## src/rtl/seq_shifter_pkg.sv

```systemverilog
// Shared encodings for the sequential shifter: shift modes and FSM states.
package seq_shifter_pkg;

  localparam logic [1:0] SH_LSL = 2'b00;
  localparam logic [1:0] SH_LSR = 2'b01;
  localparam logic [1:0] SH_ASR = 2'b10;
  localparam logic [1:0] SH_ROL = 2'b11;

  typedef enum logic [1:0] {
    S_IDLE,
    S_SHIFT,
    S_DONE
  } state_e;

endpackage

```

## src/rtl/shifter_step.sv

```systemverilog
// Combinational single-bit shift step: one position of X, with the bit leaving X entering Y.
module shifter_step
  import seq_shifter_pkg::*;
#(
  parameter int unsigned WIDTH = 8
) (
  input  logic [WIDTH-1:0] i_x,
  input  logic [WIDTH-1:0] i_y,
  input  logic             i_fill,
  input  logic [1:0]       i_mode,
  output logic [WIDTH-1:0] o_x,
  output logic [WIDTH-1:0] o_y,
  output logic             o_out
);

  always_comb begin
    o_x   = i_x;
    o_y   = i_y;
    o_out = 1'b0;
    unique case (i_mode)
      SH_LSL: begin
        o_out = i_x[WIDTH-1];
        o_x   = {i_x[WIDTH-2:0], i_fill};
        o_y   = {i_y[WIDTH-2:0], i_x[WIDTH-1]};
      end
      SH_LSR, SH_ASR: begin
        o_out = i_x[0];
        o_x   = {i_fill, i_x[WIDTH-1:1]};
        o_y   = {i_x[0], i_y[WIDTH-1:1]};
      end
      SH_ROL: begin
        // Rotated bit stays inside X, so Y is left untouched.
        o_out = i_x[WIDTH-1];
        o_x   = {i_x[WIDTH-2:0], i_x[WIDTH-1]};
      end
    endcase
  end

endmodule

```

## src/rtl/seq_shifter.sv

```systemverilog
// Multi-cycle shifter: one bit per clock, valid/ready start, one-cycle done pulse.
module seq_shifter
  import seq_shifter_pkg::*;
#(
  parameter int unsigned WIDTH = 8,
  localparam int unsigned SHW  = $clog2(WIDTH)
) (
  input  logic             clk,
  input  logic             rst_n,
  input  logic             start_valid,
  output logic             start_ready,
  input  logic [WIDTH-1:0] A,
  input  logic [SHW-1:0]   amt,
  input  logic [1:0]       mode,
  input  logic             fill,
  output logic [WIDTH-1:0] X,
  output logic [WIDTH-1:0] Y,
  output logic             ovf,
  output logic             busy,
  output logic             done
);

  state_e           r_state;
  logic [WIDTH-1:0] r_x;
  logic [WIDTH-1:0] r_y;
  logic             r_ovf;
  logic [SHW-1:0]   r_cnt;
  logic [1:0]       r_mode;
  logic             r_fill;

  logic [WIDTH-1:0] w_x_nxt;
  logic [WIDTH-1:0] w_y_nxt;
  logic             w_out;

  shifter_step #(
    .WIDTH(WIDTH)
  ) u_step (
    .i_x   (r_x),
    .i_y   (r_y),
    .i_fill(r_fill),
    .i_mode(r_mode),
    .o_x   (w_x_nxt),
    .o_y   (w_y_nxt),
    .o_out (w_out)
  );

  always_ff @(posedge clk or negedge rst_n) begin
    if (!rst_n) begin
      r_state <= S_IDLE;
      r_x     <= '0;
      r_y     <= '0;
      r_ovf   <= 1'b0;
      r_cnt   <= '0;
      r_mode  <= SH_LSL;
      r_fill  <= 1'b0;
    end else begin
      unique case (r_state)
        S_IDLE: begin
          if (start_valid) begin
            r_x     <= A;
            r_y     <= '0;
            r_ovf   <= 1'b0;
            r_cnt   <= amt;
            r_mode  <= mode;
            // Arithmetic right replicates the sign bit captured at accept.
            r_fill  <= (mode == SH_ASR) ? A[WIDTH-1] : fill;
            r_state <= (amt != '0) ? S_SHIFT : S_DONE;
          end
        end
        S_SHIFT: begin
          r_x   <= w_x_nxt;
          r_y   <= w_y_nxt;
          r_ovf <= r_ovf | ((r_mode == SH_LSL) & w_out);
          r_cnt <= r_cnt - 1'b1;
          if (r_cnt == SHW'(1)) begin
            r_state <= S_DONE;
          end
        end
        S_DONE: r_state <= S_IDLE;
        default: r_state <= S_IDLE;
      endcase
    end
  end

  assign start_ready = (r_state == S_IDLE);
  assign busy        = (r_state == S_SHIFT);
  assign done        = (r_state == S_DONE);
  assign X           = r_x;
  assign Y           = r_y;
  assign ovf         = r_ovf;

endmodule

```

## config.mk

```make
export PLATFORM = sky130hd
export DESIGN_NAME = seq_shifter
export DESIGN_NICKNAME = d
export VERILOG_FILES = /design/src/rtl/seq_shifter_pkg.sv /design/src/rtl/shifter_step.sv /design/src/rtl/seq_shifter.sv
export SDC_FILE = /design/constraint.sdc
export NUM_CORES = 1
export LEC_CHECK = 0
export CAP_MARGIN = 20
export CORE_ASPECT_RATIO = 0.8
export CORE_UTILIZATION = 42
export CTS_CLUSTER_SIZE = 16
export DETAILED_ROUTE_END_ITERATION = 10
export DONT_BUFFER_PORTS = 1
export PLACE_DENSITY_LB_ADDON = 0.12
export SLEW_MARGIN = 5
export SYNTH_ARGS = -nofsm -noshare
export SYNTH_HDL_FRONTEND = slang
export SYNTH_SLANG_ARGS = --single-unit
```

## constraint.sdc

```tcl
create_clock -name clk -period 2.1 [get_ports clk]
set_input_delay 0.105 -clock clk [delete_from_list [all_inputs] [get_ports clk]]
set_output_delay 0.105 -clock clk [all_outputs]
set_load 0.005 [all_outputs]
```

After elaboration in Yosys (flattened, before gate mapping)
Index checks and enable logic that the tools add are counted.
W data, S select, Z words.
{"block": "classes", "n_lt_le_gt_ge": 0, "addsub": 1, "n_eq_ne": 10, "shifts": 0, "n_mux": 16, "n_reduce_logical": 10, "div_mod_pow": 0, "n_mul": 0, "bitwise": 2}
{"operator": "$pmux W8 S2", "count": 3}
{"operator": "$pmux W8 S3", "count": 1}
{"operator": "$mux W8", "count": 2}
{"operator": "$eq A2 B2 Y1 const B", "count": 4}
{"operator": "$mux W2", "count": 3}
{"operator": "$pmux W3 S2", "count": 1}
{"operator": "$reduce_and A2 Y1", "count": 3}
{"operator": "$eq A2 B1 Y1 const B", "count": 2}
{"operator": "$logic_not A2 Y1", "count": 2}
{"operator": "$pmux W1 S2", "count": 2}
{"operator": "$pmux W2 S2", "count": 1}
{"operator": "$reduce_or A2 Y1", "count": 2}
{"operator": "$eq A3 B1 Y1 const B", "count": 1}
{"operator": "$mux W3", "count": 1}
{"operator": "$ne A3 B1 Y1 const B", "count": 1}
{"operator": "$reduce_and A3 Y1", "count": 1}
{"operator": "$reduce_bool A3 Y1", "count": 1}
{"operator": "$sub A3 B1 Y3 const B", "count": 1}
{"operator": "$mux W1", "count": 2}
{"operator": "$ne A2 B1 Y1 const B", "count": 1}
{"operator": "$ne A2 B2 Y1 const B", "count": 1}
{"operator": "$reduce_bool A2 Y1", "count": 1}
{"operator": "$and A1 B1 Y1", "count": 1}
{"operator": "$or A1 B1 Y1", "count": 1}
{"block": "totals", "latch_bits": 0, "mem_bits_ro": 0, "out_inout_bits": 20, "mem_count": 0, "inputBits": 17, "elab_cells": 46, "register_bits": 25, "ramBits": 0}

Logic depth before layout (Yosys ltp)
{"block": "depth", "word_depth": 6, "ltp_mapped": 6, "depth_no_buf": 5}

By module
Synthesis repeated with hierarchy kept, for this count alone.
{"block": "hier_totals", "cells_unflattened": 174, "hier_area_um2": 1502.7}
{"module": "seq_shifter", "instances": 1, "area_per_inst_um2": 1182.4, "cells_each": 126}
{"module": "shifter_step", "instances": 1, "area_per_inst_um2": 320.3, "cells_each": 48}

Worst setup path after synthesis
Ideal clock, no wire load.
{"block": "synth_path", "kind": "flip-flop to flip-flop", "start": "register r_mode[0]", "end": "register r_x[1] (netlist: X[1])", "arrival_ns": 1.431, "slack_ns": 0.543, "period_less_slack_ns": 1.557, "t_required_ns": 1.974, "path_stages_with_launch": 7, "path_cell_list": "dfrtp_1 -> inv_1 -> ha_1 -> or2_1 -> clkbuf_1 -> a221o_1 -> o311a_1"}
{"block": "synth_via", "elab_chain_cells": 4, "word_cells_on_any_way": 7}
{"item": "from (decl)", "line": "seq_shifter.sv:28", "text": "logic [1:0] r_mode;"}
{"item": "from (signal assigned)", "line": "seq_shifter.sv:64", "text": "r_mode <= mode;"}
{"item": "$eq A2 B1 Y1 or $eq A2 B2 Y1 (tied branches)", "line": "shifter_step.sv:20", "text": "unique case (i_mode)"}
{"item": "$reduce_or A2 Y1", "line": "shifter_step.sv:20"}
{"item": "$pmux W8 S3 *", "line": "shifter_step.sv:20"}
{"item": "$pmux W8 S2 *", "line": "seq_shifter.sv:57", "text": "unique case (r_state)"}
{"item": "to (signal assigned)", "line": "seq_shifter.sv:71", "text": "r_x <= w_x_nxt;"}
{"item": "to (decl)", "line": "seq_shifter.sv:24", "text": "logic [WIDTH-1:0] r_x;"}
Every way passes the cells marked *; elsewhere a longest branch is shown, timed or not.
A chain may end at the register's enable or synchronous reset.

Worst setup path in the final report
{"block": "layout_path", "start": "register r_mode[1]", "end": "register r_y[7] (netlist: Y[7])"}
{"block": "layout_via", "elab_chain_cells": 4, "word_cells_on_any_way": 8}
{"item": "$eq A2 B1 Y1 or $eq A2 B2 Y1 (tied branches)", "line": "shifter_step.sv:20"}
{"item": "$reduce_or A2 Y1", "line": "shifter_step.sv:20"}
{"item": "$pmux W8 S2 or $ne A3 B1 Y1 (tied branches)"}
{"item": "$pmux W8 S2 or $reduce_and A3 Y1 (tied branches)"}
{"item": "to (signal assigned)", "line": "seq_shifter.sv:72", "text": "r_y <= w_y_nxt;"}
{"item": "to (decl)", "line": "seq_shifter.sv:25", "text": "logic [WIDTH-1:0] r_y;"}
Several ways; a longest one is shown, not always the timed one.

==> flow_summary_export.csv <==
group,metric,value,unit
hold_path,hold_class,"input pin to flip-flop",
sta,max_clock_freq,0.590,GHz
clock_network,clkLatencyLatePin,0.27,ns
drt,ant_nets,0,
layout,antenna_cells,0,
placed_design,portBuffers,0,
die,initial_core_util,45.7,%
placed_design,hpwlAfterDp,2310,um
synthesis,syn-cell-area,1460,um^2
die,rows,18,
sta,period_needed,1.70,ns
worst_setup_path,cp.required,2.25,ns
worst_setup_path,worstSetupEndpointType,"flip-flop",
sta,fin_ws,0.405,ns
placed_design,post_dp_cell_area,1470,um^2
synthesis,synth_warnings,0,
layout,synthToLayoutAreaGrowth,11.5,%
clock_network,cts_sinks,25,
synthesis,synth.distinct_cells,35,
drt,wl_per_cell,18.2,um
grt,gr-usage-all-layers,19.5,%
synthesis,synth_top_area_cell,"dfrtp_1",
layout,nFillCells,301,
clock_network,cts_hold_buf,9,
drt,routed_via_density,5.97,
die,die_x,68.0,um
clock_network,post-cts-setup-buffers,0,
grt,grt_max_degree,26,
clock_network,clk_pin_slew,0.09,ns
synthesis,synth_top_area_share,42.8,%
placed_design,gp_congestion,0.750,
sta,hold_violations,0,
sta,setup_viol,0,
sta,worst-slew-pin-transition,0.542,ns
clock_network,cts-resized-gates,0,
clock_network,cts_root_buf,"clkbuf_8",
sta,tns,0,ns
layout,final_net_count,167,
drt,drc,0,
synthesis,syn_inst,138,
sta,max_slew_margin,63.9,%
grt,grt_overflow_total,0,
die,pin_count,37,
power,p_int,1.50,mW
power,p_sw_share,41.9,%
layout,mostFrequentLayoutCells,"25 x dfrtp_1, 10 x dlygate4sd3_1, 8 x inv_1, 8 x mux2_2",
die,die_h,54.8,um
power,total_power,2.58,mW
worst_setup_path,critPathMaxFanout,8,
sta,min_period_over_period,80.7,%
run,max_cap_viol_count,0,
worst_setup_path,worstPathArrival,1.85,ns
power,power_density,1580,nW/um^2
placed_design,place_ws,0.416,ns
die,dieArea,3720,um^2
grt,antenna_found_initial,0,
synthesis,synth.area.top_cells,"dfrtp_1 43%, mux2_2 6.2%, a221o_1 4.8%, mux2i_1 4.8%, o311a_1 4.1%",
clock_network,clockBufferDepth,2,
sta,rsz0062_at_grt,"no",
run_status,status,"finished, final reports clean",
layout,ff_latch_area,626,um^2
power,p_clk_share,11.1,%
synthesis,ys_seq_area_share,42.8,%
sta,drv_slew,0,
drt,drt_iter0_drc,68,
clock_network,tritoncts,"built",
grt,grt_pass1_wl,5090,um
worst_setup_path,startpoint_type,"flip-flop",
die,coreArea,3200,um^2
synthesis,syn_avg_cell_area,10.6,um^2
power,seq_power_share,34.8,%
drt,firstDrtPassIters,4,
clock_network,cts_inserted_buffers,3,
grt,grt_pass1_vias,1023,
power,combinationalPowerShare,54.1,%
worst_setup_path,path_class,"flip-flop to flip-flop",
synthesis,synth-seq-cells,25,
sta,clock_skew,0.00832,ns
power,peakVddDrop,0.000737,V
synthesis,syn_nets,159,
layout,layout-drive-gt1-share,13.8,%
power,p_leak,0.751,nW
layout,final_common_cell,"dfrtp_1",
layout,multi_input_area,731,um^2
clock_network,h-tree-depth,1,
drt,vias,1105,
power,p_switching,1.08,mW
drt,routed_wl,3360,um
layout,fin_area,1630,um^2
[registers in the layout, summed over array words and instances (netlist names)]
| signal | flops |
|---|---|
| X | 8 |
| Y | 8 |
| ovf | 1 |
| r_cnt | 3 |
| r_fill | 1 |
| r_mode | 2 |
| r_state | 2 |
[through the flow]
stage	utilization, %	hold WS (ns)	std cells
2_1_floorplan	-	-0.191	138
3_3_place_gp	45.9	-0.190	170
3_5_place_dp	45.9	-0.189	170
4_1_cts	50.4	0.00363	183
5_1_grt	51.0	0.0131	185
6_report	51.0	0.00339	185
[cells by family (layout without fill, tap and decap cells)]
family          Yosys count  in the layout  share of synthesized area [%]
mux                      17             17                           13.0
compound gates           40             40                           21.1
fa+ha+maj                 4              4                           3.42
flops                    25             25                           42.8
simple gates             32             32                           12.4
buf+inv                  20             27                           7.27
[critical path, cell delays in order, from the launching register on]
cell and delay (ns):
dfrtp_1 0.40, inv_1 0.06, ha_1 0.31, nor3b_1 0.08
nor3_4 0.35, mux2_2 0.39
[cell usage after synthesis]
| cell | n |
|---|---|
| dfrtp_1 | 25 |
| inv_1 | 8 |
| mux2_2 | 8 |
| a21oi_1 | 7 |
| a221o_1 | 7 |
| mux2i_1 | 7 |
| nor2_1 | 7 |
| nand2b_1 | 6 |
| o21bai_1 | 6 |
| o311a_1 | 6 |
| nand2_1 | 5 |
| buf_2 | 4 |
| clkbuf_1 | 4 |
| ha_1 | 4 |
| nor2b_1 | 4 |
| o21ai_0 | 4 |
| buf_6 | 3 |
| nand3_1 | 3 |
| o22ai_1 | 3 |
| mux2_4 | 2 |
| a22o_1 | 1 |
| a22oi_1 | 1 |
| a32o_1 | 1 |
| buf_4 | 1 |
| nand4b_1 | 1 |
| nor2_2 | 1 |
| nor3_1 | 1 |
| nor3_4 | 1 |
| nor3b_1 | 1 |
| o211ai_1 | 1 |
| o311ai_0 | 1 |
| o311ai_1 | 1 |
| o31a_1 | 1 |
| or2_1 | 1 |
| or3b_1 | 1 |
[worst paths after layout]
| kind | start | end | slack (ns) | cells past startpoint |
|---|---|---|---|---|
| min in group asynchronous | rst_n | r_cnt[0]$_DFFE_PN0P_ | 0.27 | 2 |
| max reg2reg | r_mode[1]$_DFFE_PN0P_ | Y[7]$_DFFE_PN0P_ | 0.40 | 5 |
| min reg2reg | r_mode[0]$_DFFE_PN0P_ | r_mode[0]$_DFFE_PN0P_ | 0.56 | 1 |
| min | A[1] | X[1]$_DFFE_PN0P_ | 0.003 | 1 |
| max | r_mode[1]$_DFFE_PN0P_ | Y[7]$_DFFE_PN0P_ | 0.40 | 5 |
| max in group asynchronous | rst_n | Y[7]$_DFFE_PN0P_ | 1.67 | 2 |
[routing by layer]
| layer | global-route usage (%) | vias to the layer above | wire length (um) |
|---|---|---|---|
| met3 | 6.04 | 5 | 246 |
| li1 | - | 524 | - |
| met1 | 27.0 | 545 | 1600 |
| met4 | 7.29 | 0 | 42 |
| met5 | 0 | - | 0 |
| met2 | 28.3 | 31 | 1470 |
[cell type report]
class                   count  area share, %
multi-input cells          93           44.8
flip-flops and latches     25           38.3
clock buffers               4           2.76
well taps                  40           3.07
inverters                   8           1.84
repair buffers             15           9.20
[power groups by stage]
stage / Sequential, mW / Clock (mW) / Combinational [mW]
CTS: 0.896 / 0.294 / 1.39
detailed placement: 0.905 / 0 / 1.35
global placement: 0.899 / 0 / 1.33
floorplan: 0.827 / 0 / 1.18
finish: 0.897 / 0.287 / 1.39
global route: 0.928 / 0.323 / 1.53
Power figures use the tool's default switching activity.
